--- src/rtl/randomizer_ctrl.sv ---
// randomizer_ctrl -- frame sequencer for the 4-bit-per-clock randomizer.
//
// Hunts for a start-of-frame nibble, reloads the randomizer seed at every
// frame boundary, then gates the randomizer enable so that exactly one
// nibble is scrambled per accepted upstream transfer. Scrambled nibbles
// leave through a one-deep valid/ready output stage with sof/eof tags.
//
// Ports:
//   clk, rst           clock (rising edge), asynchronous active-high reset
//   ctrl_en            1 = process frames; 0 = finish current frame, then idle
//   cfg_seed[_we]      seed register write; used by the next LOAD
//   clr_err            clears the sticky sync_err flag
//   s_valid/s_ready    upstream handshake; s_data nibble, s_sof frame start
//   rand_load/rand_en  randomizer controls; rand_seed = seed register
//   rand_in/rand_out   randomizer data in (= s_data) / registered out
//   m_valid/m_ready    downstream handshake; m_data = rand_out, m_sof/m_eof
//   frame_done         1-cycle pulse after the last nibble of a frame is accepted
//   frame_cnt          completed frames (wraps)
//   drop_cnt           nibbles dropped while hunting (saturates)
//   sync_err           sticky: SOF seen mid-frame
//   busy               state != IDLE
module randomizer_ctrl #(
  parameter int unsigned FRAME_NIBBLES = 376,
  parameter logic [14:0] DEFAULT_SEED  = 15'b100101010000000,
  parameter int unsigned CNT_W         = 16
) (
  input  logic             clk,
  input  logic             rst,
  input  logic             ctrl_en,
  input  logic [14:0]      cfg_seed,
  input  logic             cfg_seed_we,
  input  logic             clr_err,
  input  logic             s_valid,
  output logic             s_ready,
  input  logic [3:0]       s_data,
  input  logic             s_sof,
  output logic             rand_load,
  output logic             rand_en,
  output logic [14:0]      rand_seed,
  output logic [3:0]       rand_in,
  input  logic [3:0]       rand_out,
  output logic             m_valid,
  input  logic             m_ready,
  output logic [3:0]       m_data,
  output logic             m_sof,
  output logic             m_eof,
  output logic             frame_done,
  output logic [CNT_W-1:0] frame_cnt,
  output logic [CNT_W-1:0] drop_cnt,
  output logic             sync_err,
  output logic             busy
);

  typedef enum logic [1:0] {IDLE, HUNT, LOAD, RUN} state_e;

  localparam logic [CNT_W-1:0] LAST_IDX = CNT_W'(FRAME_NIBBLES - 1);

  state_e           state_q, state_d;
  logic [14:0]      seed_q, seed_d;
  logic [CNT_W-1:0] nibble_cnt_q, nibble_cnt_d;
  logic             m_valid_q, m_valid_d;
  logic             m_sof_q, m_sof_d;
  logic             m_eof_q, m_eof_d;
  logic             frame_done_q, frame_done_d;
  logic [CNT_W-1:0] frame_cnt_q, frame_cnt_d;
  logic [CNT_W-1:0] drop_cnt_q, drop_cnt_d;
  logic             sync_err_q, sync_err_d;

  logic slot_free, mid_sof, last_nib;

  // Output slot can take a new nibble if empty or being drained this cycle.
  assign slot_free = !m_valid_q || m_ready;
  // SOF arriving after the first nibble means upstream lost frame alignment.
  assign mid_sof   = s_valid && s_sof && (nibble_cnt_q != '0);
  assign last_nib  = (nibble_cnt_q == LAST_IDX);

  always_comb begin
    state_d      = state_q;
    seed_d       = cfg_seed_we ? cfg_seed : seed_q;
    nibble_cnt_d = nibble_cnt_q;
    m_sof_d      = m_sof_q;
    m_eof_d      = m_eof_q;
    frame_done_d = 1'b0;
    frame_cnt_d  = frame_cnt_q;
    drop_cnt_d   = drop_cnt_q;
    sync_err_d   = clr_err ? 1'b0 : sync_err_q;
    s_ready      = 1'b0;
    rand_load    = 1'b0;
    rand_en      = 1'b0;

    unique case (state_q)
      IDLE: begin
        if (ctrl_en) state_d = HUNT;
      end
      HUNT: begin
        if (!ctrl_en) begin
          state_d = IDLE;
        end else if (s_valid) begin
          if (s_sof) begin
            // SOF nibble is left on the bus; it is taken in RUN after LOAD.
            state_d = LOAD;
          end else begin
            s_ready = 1'b1;
            if (drop_cnt_q != '1) drop_cnt_d = drop_cnt_q + CNT_W'(1);
          end
        end
      end
      LOAD: begin
        rand_load    = 1'b1;
        nibble_cnt_d = '0;
        state_d      = RUN;
      end
      RUN: begin
        s_ready = slot_free && !mid_sof;
        rand_en = s_valid && s_ready;
        if (mid_sof) begin
          // Abandon the partial frame and restart on this SOF.
          sync_err_d = 1'b1;
          state_d    = LOAD;
        end else if (rand_en) begin
          m_sof_d = (nibble_cnt_q == '0);
          m_eof_d = last_nib;
          if (last_nib) begin
            nibble_cnt_d = '0;
            frame_done_d = 1'b1;
            frame_cnt_d  = frame_cnt_q + CNT_W'(1);
            state_d      = ctrl_en ? HUNT : IDLE;
          end else begin
            nibble_cnt_d = nibble_cnt_q + CNT_W'(1);
          end
        end
      end
      default: state_d = IDLE;
    endcase

    // New nibble replaces the old one when both happen in the same cycle.
    m_valid_d = rand_en || (m_valid_q && !m_ready);
  end

  always_ff @(posedge clk or posedge rst) begin
    if (rst) begin
      state_q      <= IDLE;
      seed_q       <= DEFAULT_SEED;
      nibble_cnt_q <= '0;
      m_valid_q    <= 1'b0;
      m_sof_q      <= 1'b0;
      m_eof_q      <= 1'b0;
      frame_done_q <= 1'b0;
      frame_cnt_q  <= '0;
      drop_cnt_q   <= '0;
      sync_err_q   <= 1'b0;
    end else begin
      state_q      <= state_d;
      seed_q       <= seed_d;
      nibble_cnt_q <= nibble_cnt_d;
      m_valid_q    <= m_valid_d;
      m_sof_q      <= m_sof_d;
      m_eof_q      <= m_eof_d;
      frame_done_q <= frame_done_d;
      frame_cnt_q  <= frame_cnt_d;
      drop_cnt_q   <= drop_cnt_d;
      sync_err_q   <= sync_err_d;
    end
  end

  assign rand_seed  = seed_q;
  assign rand_in    = s_data;
  assign m_data     = rand_out;
  assign m_valid    = m_valid_q;
  assign m_sof      = m_sof_q;
  assign m_eof      = m_eof_q;
  assign frame_done = frame_done_q;
  assign frame_cnt  = frame_cnt_q;
  assign drop_cnt   = drop_cnt_q;
  assign sync_err   = sync_err_q;
  assign busy       = (state_q != IDLE);

endmodule

--- config.mk ---
export PLATFORM = sky130hd
export DESIGN_NAME = randomizer_ctrl
export DESIGN_NICKNAME = d
export VERILOG_FILES = /design/src/rtl/randomizer_ctrl.sv
export SDC_FILE = /design/constraint.sdc
export NUM_CORES = 1
export LEC_CHECK = 0
export BUFFER_PORTS_ARGS = -buffer_cell sky130_fd_sc_hd__buf_4
export CAP_MARGIN = 20
export CORE_MARGIN = 10
export CORE_UTILIZATION = 47
export DETAILED_ROUTE_END_ITERATION = 6
export GPL_ROUTABILITY_DRIVEN = 0
export GPL_TIMING_DRIVEN = 0
export PLACE_DENSITY_LB_ADDON = 0.12
export REMOVE_ABC_BUFFERS = 1
export SLEW_MARGIN = 15
export SYNTH_ARGS = -nofsm -noshare
export SYNTH_HDL_FRONTEND = slang
export SYNTH_SLANG_ARGS = --single-unit
--- constraint.sdc ---
create_clock -name clk -period 2.7 [get_ports clk]
set_input_delay 0.135 -clock clk [delete_from_list [all_inputs] [get_ports clk]]
set_output_delay 0.135 -clock clk [all_outputs]
set_load 0.005 [all_outputs]
After elaboration in Yosys (flattened, before gate mapping)
Cells that the tools add are included.

Flip-flop bits (word level): 70. Input bits: 31.

Add/sub/neg operators: 3. Eq/ne operators: 12. Multiplexer cells: 26. Bitwise operators: 2. Reduce and logical (&&, ||, !) cells: 20.

Operators with widths (number): adder 16 x 1 -> 16 bit (second input constant) (3); two-way mux 16 bit (3); case mux 16 bit (2 select lines) (1); == test 16 x 9 -> 1 bit (second input constant) (1); logical NOT 16 bit (1); != test 16 bit (second input constant) (1); nonzero test 16 bit (1); two-way mux 2 bit (7); two-way mux 1 bit (13); != test 3 bit (second input constant) (4); AND reduction 5 bit (2); case mux 2 bit (4 select lines) (1); != test 2 bit (second input constant) (3); AND reduction 3 bit (2); logical AND 1 bit (5); == test 2 bit (second input constant) (2); AND reduction 4 bit (1); nonzero test 2 bit (2); logical NOT 1 bit (3); == test 2 x 1 -> 1 bit (second input constant) (1); logical NOT 2 bit (1); logical OR 1 bit (2); NOT 1 bit (2); case mux 1 bit (2 select lines) (1).

Depth between registers and ports, before layout
Word-level depth: 8. Gate-level depth with buffers: 9. Mapped depth without buffers: 7.

Worst setup path after synthesis
Ideal clock, no wire load.

Path kind: reg2reg. Start point: register nibble_cnt_q[0]. End point: register nibble_cnt_q[13]. Library setup time: 83 ps. Arrival time: 2630 ps. Required time: 2617 ps. Setup slack: -12 ps. Cell stages (with the launch flop): 9. Cell sequence: dfrtp_1 inv_1 ha_1 or4b_2 or4_4 a221o_1 buf_6 or4_1 o21ai_0.

Cells in the longest elaborated chain, start to end: 7.

Ends and longest elaborated chain: from (decl) (RTL line 60) `logic [CNT_W-1:0] nibble_cnt_q, nibble_cnt_d;`; from (signal assigned) (RTL line 155) `nibble_cnt_q <= nibble_cnt_d;`; branches (longest 7 deep; another with adder 16 x 1 -> 16 bit).

Several ways; the timed one is not identified. The select of a mux whose other input is x is not followed. A chain may end at the register's enable or synchronous reset.

Worst setup path in the final report
Start point: register nibble_cnt_q[5]. End point: register frame_cnt_q[14], in the netlist frame_cnt[14].

Cells in the longest elaborated chain, start to end: 6.

Ends and longest elaborated chain: nonzero test 16 bit (RTL line 74) `assign mid_sof = s_valid && s_sof && (nibble_cnt_q != '0);`; logical AND 1 bit (RTL line 74); logical NOT 1 bit (RTL line 114) `s_ready = slot_free && !mid_sof;`; logical AND 1 bit (RTL line 114); logical AND 1 bit (RTL line 115) `rand_en = s_valid && s_ready;`; AND reduction 4 bit (no line) (*); to (signal assigned) (RTL line 160) `frame_cnt_q <= frame_cnt_d;`; to (decl) (RTL line 65) `logic [CNT_W-1:0] frame_cnt_q, frame_cnt_d;`.

Mark *: on every way between the ends. The rest lies on a longest branch, timed or not.

==> flow_summary.toml <==
[status]
status = "complete, no violations"

[floorplanning]
ios = 95
core_area_um2 = 7214
dieArea_um2 = 11190
start_util = 0.4794
die_x_um = 105.8
row_count = 31
die_h_um = 105.8

[pwr]
powerDensity_nw_per_um2 = 625.7
internal_power_uw = 2079
p_sw_frac = 0.2781
irDropWorstVdd_v = 0.0004281
seq_power_share = 0.444
p_comb_frac = 0.193
clock_power_share = 0.363
p_leak_uw = 0.002104
p_sw_uw = 800.9

[hold_path]
hold_start = "cfg_seed[0]"
whs_path_depth = 2
min_to = "rand_seed[0]"
hold_path.class = "in -> reg"

[worst_setup_path]
rr_startpoint = "nibble_cnt_q[5]"
worstPathRequired_ns = 2.93
r2r_slack_ns = 0.009
rr_worst_depth = 6
cp_max_fo = 7
cp-start-kind = "flip-flop"
rr_endpoint = "frame_cnt[14]"
critical_path_class = "reg -> reg"
end_kind = "flip-flop"
worstPathArrival_ns = 2.93

[yosys]
yosys_most_used_dff = "dfrtp_1"
ys_ff_latch = 70
synth_cell_types = 47
yosysTopAreaCellShare = 0.4776
ys_warn_count = 0
syn_area_per_cell_um2 = 10.48
synth_most_common_cell = "dfrtp_1"
synth_area_um2 = 3458
ys_top_cells_by_area = "dfrtp_1 (48%), mux2_2 (5.5%), nand3_1 (4.1%)"
syn_inst = 330
synth_edf_count = 0
synth_largest_area_cell = "dfrtp_1"
yosys-top-cells-count = "dfrtp_1 (66), nand2_1 (31), nand3_1 (28)"
yosysSeqAreaShare = 0.5080
async_flop_share = 1.000

[finish]
final_util = 0.6379
drive_gt1_frac = 0.3770
syn_to_final_growth_pct = 33.07
antennaDiodeCount = 0
nets = 457

[sta]
fin_hold_ws_ns = 0.01211
maxSlewViolCount = 0
layout_min_cycle_time_ns = 2.691
finClkSkew_ns = 0.01092
rsz0062_at_grt = "yes"
worstMarginPinSlew_ns = 0.5998
final_hold_viol_count = 0
fmax_mhz = 371.6
fin_crit_sh = 0.9967
setup_viol = 0
relSlewSlack = 0.5965

[drt]
wire_per_inst_um = 16.67
viasPerCell = 5.378
drt_first_pass_iters = 4
dr_total_vias = 2829
route.detailed.drc = 0
drt-total-wl_mm = 8.770
drt_iter0_drc = 151
ant_nets = 0

[cts]
clk_pin_slew_worst_paths_ns = 0.08
insertion_delay_ns = 0.35
clockBufferDepth = 2
root_buffer = "clkbuf_8"
numCtsBuffers = 9
clock_sinks = 70
cts_tree = "yes"
htree_levels = 3

[place]
io_buffer_count = 78
hpwl_mm = 5.841

[global_routing]
grt_usage = 0.1547
grt_pass1_wl_mm = 14.22
grt_overflow = 0
grt_pass1_vias = 2760
antenna_found_initial = 0
grt_max_degree = 44

[run]
cap_violations = 0
worst max-delay path, stage by stage, from the launching register on:
cell	delay, ns
dfrtp_2	0.44
or4_4	0.55
or4_4	0.53
a311o_2	0.51
buf_4	0.18
nor4_4	0.26
xnor2_1	0.10
placed cells by master, fill, tap and decap left out, types with 3 or more instances in the layout:
cell type and n:
buf_4 91, nand3_1 27, nand2_1 30, clkbuf_8 9, and2_1 4, mux2i_1 3
inv_1 15, and3_1 6, bufinv_16 3, o31ai_1 5, nand4_1 8, ha_1 3
nor4_1 4, or4_1 4, nor4_4 3, nor3_2 5, nor3_1 5, xnor2_1 10
o21ai_0 12, mux2_2 17, xor2_1 15, a2bb2oi_1 5, nor2_1 10, dlygate4sd3_1 3
nand2b_1 3, dfrtp_1 64, dfstp_2 4, or3_1 5, a21oi_1 8, or4_4 3
cells by family (layout without fill, tap and decap cells):
family	Yosys count	after routing	synth area share
AND/OR/NAND/NOR	132	132	0.2117
flip-flops	70	70	0.5080
AO/OA/AOI/OAI	44	46	0.08611
buffers and inverters	35	130	0.05246
XOR/XNOR	25	25	0.06331
multiplexers	20	20	0.06404
adder cells (fa/ha/maj)	4	4	0.01447
flip-flops by register name, summed over array words and instances, names as in the netlist:
signal	cells
sync_err	1
m_sof	1
frame_cnt	16
nibble_cnt_q	16
frame_done	1
m_valid	1
state_q	2
drop_cnt	16
m_eof	1
rand_seed	15
how the worst max path moves through the flow:
stage	end	start	cells after the start	slack [ns]
6_report	frame_cnt[14]	nibble_cnt_q[5]	6	0.009
5_1_grt	frame_cnt[14]	nibble_cnt_q[0]	8	-0.09
4_1_cts	rand_en	nibble_cnt_q[1]	7	0.01
3_5_place_dp	frame_cnt[1]	nibble_cnt_q[0]	7	-0.55
3_3_place_gp	frame_cnt[1]	nibble_cnt_q[0]	7	-0.54
2_1_floorplan	frame_cnt[1]	nibble_cnt_q[0]	7	-0.26
layout make-up:
type	count	area [um2]
clock buffers	9	123.9
clock inverters	7	121.4
fillers	595	2613
inverters	17	66.31
multi-input cells	227	1652
flip-flops and latches	70	1759
well taps	99	123.9
repair buffers	97	755.7
power groups by stage:
stage          Clock, uW  Combinational (uW)  Sequential (uW)
5_1_grt             1110                 618             1300
3_5_place_dp           0                 439             1300
3_3_place_gp           0                 427             1300
4_1_cts             1070                 511             1270
2_1_floorplan          0                 248             1280
6_report            1040                 556             1280
metrics by stage:
stage	power [uW]	cells	TNS [ns]	cell area, um2	setup slack [ns]
after detailed placement	1744	490	-6.275	4073	-0.5520
after global routing	3025	526	-0.5052	4602	-0.08618
after floorplan	1531	312	-0.6889	3341	-0.2640
final	2880	526	0	4602	0.008811
after CTS	2851	517	0	4446	0.01393
after global placement	1726	489	-11.59	4050	-0.5446
routing by layer:
metal	vias up	global-route usage	wire, um
met5	-	0	0
met4	0	0.06480	167
met3	15	0.04811	599
met2	91	0.2367	4210
met1	1352	0.1981	3793
li1	1371	-	-
timing repair:
| action | 4_1_cts | 5_1_grt |
|---|---|---|
| cloned | 2 | 0 |
| pin swaps | 3 | 12 |
| hold buffers | 3 | 0 |
| endpoints found under the hold margin | 29 | 0 |
| resized for setup | 8 | 21 |
| endpoints found under the setup margin | 34 | 32 |
| setup buffers | 6 | 9 |
No activity file was read; power rests on OpenSTA's default activity.
